--- config.mk ---
export PLATFORM = sky130hd
export DESIGN_NAME = rom_loader
export DESIGN_NICKNAME = d
export VERILOG_FILES = /design/src/rtl/rom_loader.sv
export SDC_FILE = /design/constraint.sdc
export NUM_CORES = 1
export LEC_CHECK = 0
export ABC_AREA = 1
export ABC_CLOCK_PERIOD_IN_PS = 1910
export CAP_MARGIN = 0
export CORE_AREA = 4 4 111 165
export CTS_BUF_LIST = sky130_fd_sc_hd__clkbuf_8
export CTS_CLUSTER_SIZE = 24
export DETAILED_ROUTE_END_ITERATION = 12
export DIE_AREA = 0 0 115 169
export GPL_ROUTABILITY_DRIVEN = 0
export GPL_TIMING_DRIVEN = 0
export HOLD_SLACK_MARGIN = 0.06
export PLACE_DENSITY = 0.57
export REMOVE_ABC_BUFFERS = 1
export SYNTH_ARGS = -nofsm -noshare
export SYNTH_HDL_FRONTEND = slang
export SYNTH_SLANG_ARGS = --single-unit
--- constraint.sdc ---
create_clock -name clk_sys -period 1.91 [get_ports clk_sys]
set_input_delay 0.382 -clock clk_sys [delete_from_list [all_inputs] [get_ports clk_sys]]
set_output_delay 0.382 -clock clk_sys [all_outputs]
set_load 0.01 [all_outputs]
--- src/rtl/rom_loader.sv ---
// rtl/rom_loader.sv - streams HPS cartridge bytes into SDRAM and builds the console ROM address mask.
// Optional HEADER_STRIP_EN: detect a 512-byte copier header and offset ROM reads past it.
module rom_loader (
   input  logic        clk_sys,
   input  logic        reset,
   input  logic        ioctl_download,
   input  logic [7:0]  ioctl_index,
   input  logic        ioctl_wr,
   input  logic [7:0]  ioctl_dout,
   output logic        ioctl_wait,
   output logic        wr_req,
   input  logic        wr_ack,
   output logic [21:0] wr_addr,
   output logic [7:0]  wr_data,
   input  logic [21:0] rd_addr_in,
   output logic [21:0] rd_addr_out,
   output logic        gg,
   output logic        busy,
   output logic        overflow
);
   typedef enum logic [1:0] {IDLE, LOAD, WRITE, FINISH} state_t;

   state_t      state;
   logic        dl_d;
   logic        dl_rise;
   logic [22:0] counter;
   logic [21:0] mask;
   logic [21:0] rom_mask;
   logic        hdr;
   logic        unused;

   assign dl_rise = ioctl_download & ~dl_d;
   assign busy    = (state != IDLE);

`ifdef HEADER_STRIP_EN
   logic [21:0] mask512;
   logic [22:0] counter_m512;
   logic        hdr_next;
   assign counter_m512 = counter - 23'd512;
   assign hdr_next     = (counter[9:0] == 10'd512);
   assign unused       = &{1'b0, ioctl_index[7:5], counter_m512[22]};
`else
   assign hdr    = 1'b0;
   assign unused = &{1'b0, ioctl_index[7:5]};
`endif

   always_ff @(posedge clk_sys) begin
      dl_d <= ioctl_download;
      if (reset) begin
         state      <= IDLE;
         ioctl_wait <= 1'b0;
         overflow   <= 1'b0;
         gg         <= 1'b0;
         wr_req     <= wr_ack;
         wr_addr    <= '0;
         wr_data    <= '0;
         counter    <= '0;
         mask       <= '0;
         rom_mask   <= '1;
`ifdef HEADER_STRIP_EN
         mask512    <= '0;
         hdr        <= 1'b0;
`endif
      end else if (dl_rise) begin
         // A new image always restarts cleanly; any outstanding write is dropped.
         state      <= LOAD;
         ioctl_wait <= 1'b0;
         overflow   <= 1'b0;
         wr_req     <= wr_ack;
         counter    <= '0;
         mask       <= '0;
`ifdef HEADER_STRIP_EN
         mask512    <= '0;
         hdr        <= 1'b0;
`endif
      end else begin
         case (state)
            IDLE: ;
            LOAD: begin
               if (!ioctl_download) begin
                  state <= FINISH;
               end else if (ioctl_wr) begin
                  if (!counter[22]) begin
                     wr_data    <= ioctl_dout;
                     wr_addr    <= counter[21:0];
                     wr_req     <= ~wr_req;
                     ioctl_wait <= 1'b1;
                     mask       <= mask | counter[21:0];
`ifdef HEADER_STRIP_EN
                     if (counter >= 23'd512)
                        mask512 <= mask512 | counter_m512[21:0];
`endif
                     if (counter == '0)
                        gg <= (ioctl_index[4:0] == 5'd2);
                     state <= WRITE;
                  end else begin
                     overflow <= 1'b1;
                  end
               end
            end
            WRITE: begin
               if (wr_ack == wr_req) begin
                  ioctl_wait <= 1'b0;
                  counter    <= counter + 23'd1;
                  state      <= ioctl_download ? LOAD : FINISH;
               end
            end
            FINISH: begin
`ifdef HEADER_STRIP_EN
               hdr      <= hdr_next;
               rom_mask <= hdr_next ? mask512 : mask;
`else
               rom_mask <= mask;
`endif
               state <= IDLE;
            end
            default: state <= IDLE;
         endcase
      end
   end

   always_ff @(posedge clk_sys) begin
      if (reset)
         rd_addr_out <= '0;
      else
         rd_addr_out <= (rd_addr_in & rom_mask) + (hdr ? 22'd512 : 22'd0);
   end
endmodule

==> results.sh <==
export IMPL_synth_simple_gate_area_share_pct=28.1
export IMPL_wl_per_cell_um=14.1
export IMPL_grt_pass1_vias=4127
export IMPL_min_from="reset"
export IMPL_stdcell_count=976
export IMPL_async_reset_ff_share_pct=0
export IMPL_critPathKind="flop to flop"
export IMPL_setup_violations=0
export IMPL_die_area_mm2=0.0194
export IMPL_drcViolationCount=0
export IMPL_dp_worst_setup_slack_ps=-1520
export IMPL_yosys_area_share_xor_xnor_pct=0.352
export IMPL_r2r_end="rom_mask[18]"
export IMPL_clk_latency_ps=430
export IMPL_layout_common_cells="164 x nand2_1, 123 x dfxtp_1, 94 x clkdlybuf4s50_1"
export IMPL_cpMaxStageDelayCell="dfxtp_1"
export IMPL_cts_sinks=126
export IMPL_num_antenna_cells=0
export IMPL_grt_use_total_pct=13.7
export IMPL_numPortBuffers=96
export IMPL_r2r_setup_slack_ps=100
export IMPL_hold_viol=0
export IMPL_slew_headroom_pct=43.5
export IMPL_grt_max_degree=34
export IMPL_yosys_warnings=0
export IMPL_vias=4439
export IMPL_clkTransAtPathRegs_ps=70
export IMPL_grt_pass1_wl_mm=21.0
export IMPL_synth_edf_count=1
export IMPL_placedCellCount=926
export IMPL_timing_reg2reg_worst_path_depth=6
export IMPL_critPathCaptureType="flop"
export IMPL_worst_slack_ps=103
export IMPL_dpl_hpwl_mm=8.79
export IMPL_synth_adder_area_share_pct=1.51
export IMPL_min_path_cells=2
export IMPL_cts_tree="done"
export IMPL_nets=802
export IMPL_period_minus_slack_ps=1810
export IMPL_areaGrowthSynthToFinish_pct=35.0
export IMPL_syn_inst=648
export IMPL_worst_slew_pin_slew_ps=847
export IMPL_ant_nets=0
export IMPL_die_y_um=169
export IMPL_synthMuxAreaShare_pct=0
export IMPL_cp_depth=6
export IMPL_clock_skew_final_ps=13.0
export IMPL_synth_top_family_by_area="simple AND/OR/NAND/NOR gates"
export IMPL_start_kind="flop"
export IMPL_max_freq_mhz=554
export IMPL_p_total_mw=5.98
export IMPL_synth_seq_cells=126
export IMPL_drt_wl_total_mm=13.8
export IMPL_status="finished, final reports clean"
export IMPL_final_common_cell="nand2_1"
export IMPL_slew_viol_final=0
export IMPL_cts_max_level=4
export IMPL_path_max_fanout=17
export IMPL_required_ps=2260
export IMPL_core_area_mm2=0.0168
export IMPL_num_rows=58
export IMPL_ys_seq_area_share_pct=50.8
export IMPL_synth_avg_cell_area_um2=7.69
export IMPL_cts_buffers=17
export IMPL_worst_ir_drop_vdd_v=0.000340
export IMPL_synthesis_area_mm2=0.00498
export IMPL_utilization_pct=39.9
export IMPL_ys_types=32
export IMPL_crit_chain="ha_1 -> clkinvlp_4 -> nor2_4 -> buf_8 -> nand2_1 -> nand3_1"
export IMPL_hp_class="input port to flop"
export IMPL_viasPerCell=4.55
export IMPL_power_density_mw_per_mm2=889
export IMPL_yosys_most_used_dff="dfxtp_1"
export IMPL_overflow=0
export IMPL_start_util_pct=29.6
export IMPL_drive_gt1_share_pct=11.6
export IMPL_fill_cells=1740
export IMPL_period_share_pct=94.6
export IMPL_r2r_start="state[1]"
export IMPL_drv_cap=0
export IMPL_die_width_um=115
export IMPL_crit_family="buffers and inverters"
export IMPL_first_iter_violations=209
export IMPL_cts_root_buf="clkbuf_8"
export IMPL_first_pass_iters=6
export IMPL_floorplan_io_pins=100
export IMPL_power_leakage_nw=2.54
export IMPL_postCtsHoldBufs=0
export IMPL_critical_path_buf_inv_count=2
export IMPL_crit_arrival_ps=2160
export IMPL_synth_compound_area_share_pct=12.0
export IMPL_clock_path_buffers=2
export IMPL_grt_setup_unrepaired="no"
export IMPL_crit_path_max_incr_delay_ps=370
export IMPL_antenna_found_initial=0
export IMPL_holdPathEnd="rd_addr_out[21]"
worst max path at each step:
stage / end / startpoint
floorplan: counter[5] / dl_d
global placement: counter[5] / reset
detailed placement: counter[5] / ioctl_download
CTS: mask[7] / ioctl_download
global route: gg / state[1]
finish: rom_mask[18] / state[1]
cells by family after synthesis:
kind of cell | after synthesis
and+or+nand+nor | 327
DFF | 126
buffers and inverters | 86
xor gates and xnor gates | 2
AOI/OAI and AO/OA | 101
adders and majority gates | 6
synthesized netlist by cell type, drive strengths merged (2+ instances only):
master | n | area share, %
nand2 | 176 | 14
dfxtp | 125 | 50
nor2 | 87 | 7.0
inv | 55 | 4.1
a21oi | 46 | 5.4
nand3 | 46 | 4.7
o21ai | 33 | 3.3
o21a | 18 | 2.7
clkbuf | 16 | 1.2
buf | 14 | 1.9
nand4 | 11 | 1.4
ha | 6 | 1.5
nor3 | 4 | 0.63
a31oi | 2 | 0.25
or2 | 2 | 0.25
xor2 | 2 | 0.35
stage by stage:
stage / setup TNS [ps] / cell area (um^2) / hold slack, ps
after floorplan: 0 / 4830 / 406
after global placement: -211360 / 6050 / 413
after detailed placement: -82880 / 6080 / 423
after CTS: -5030 / 6570 / 388
after global routing: 0 / 6720 / 419
final: 0 / 6720 / 399
sequential cells by signal (all words and copies together) (netlist names), 2 cells and up:
signal / flops
counter: 23
mask: 22
rd_addr_out: 22
rom_mask: 22
state: 2
wr_addr: 22
wr_data: 8
routing by layer:
metal / vias up / share of wire [%] / GRT usage (%)
li1: 2280 / - / -
met1: 2066 / 41 / 15.1
met2: 80 / 54 / 25.1
met3: 13 / 2.8 / 2.61
met4: 0 / 2.3 / 5.67
met5: - / 0 / 0
timing repair:
item,in CTS,in global routing
setup buffers,3,11
pin swaps,3,4
resized for setup,9,11
setup endpoints to repair,99,102
cloned,1,3
power breakdown:
| part | internal (mW) | switching [mW] |
|---|---|---|
| clock network | 1.47 | 1.06 |
| logic | 0.300 | 0.365 |
| registers | 2.72 | 0.0517 |
layout make-up:
cell class / instances / area [um^2] / share of cell area [%]
multi-input cells: 438 / 2130 / 31.7
repair buffers: 112 / 1110 / 16.5
repair inverters: 2 / 15.0 / 0.223
clock buffers: 19 / 262 / 3.89
well taps: 210 / 263 / 3.91
flip-flops and latches: 126 / 2530 / 37.7
inverters: 56 / 238 / 3.54
clock inverters: 13 / 173 / 2.57
No activity file was read; power rests on OpenSTA's default activity.
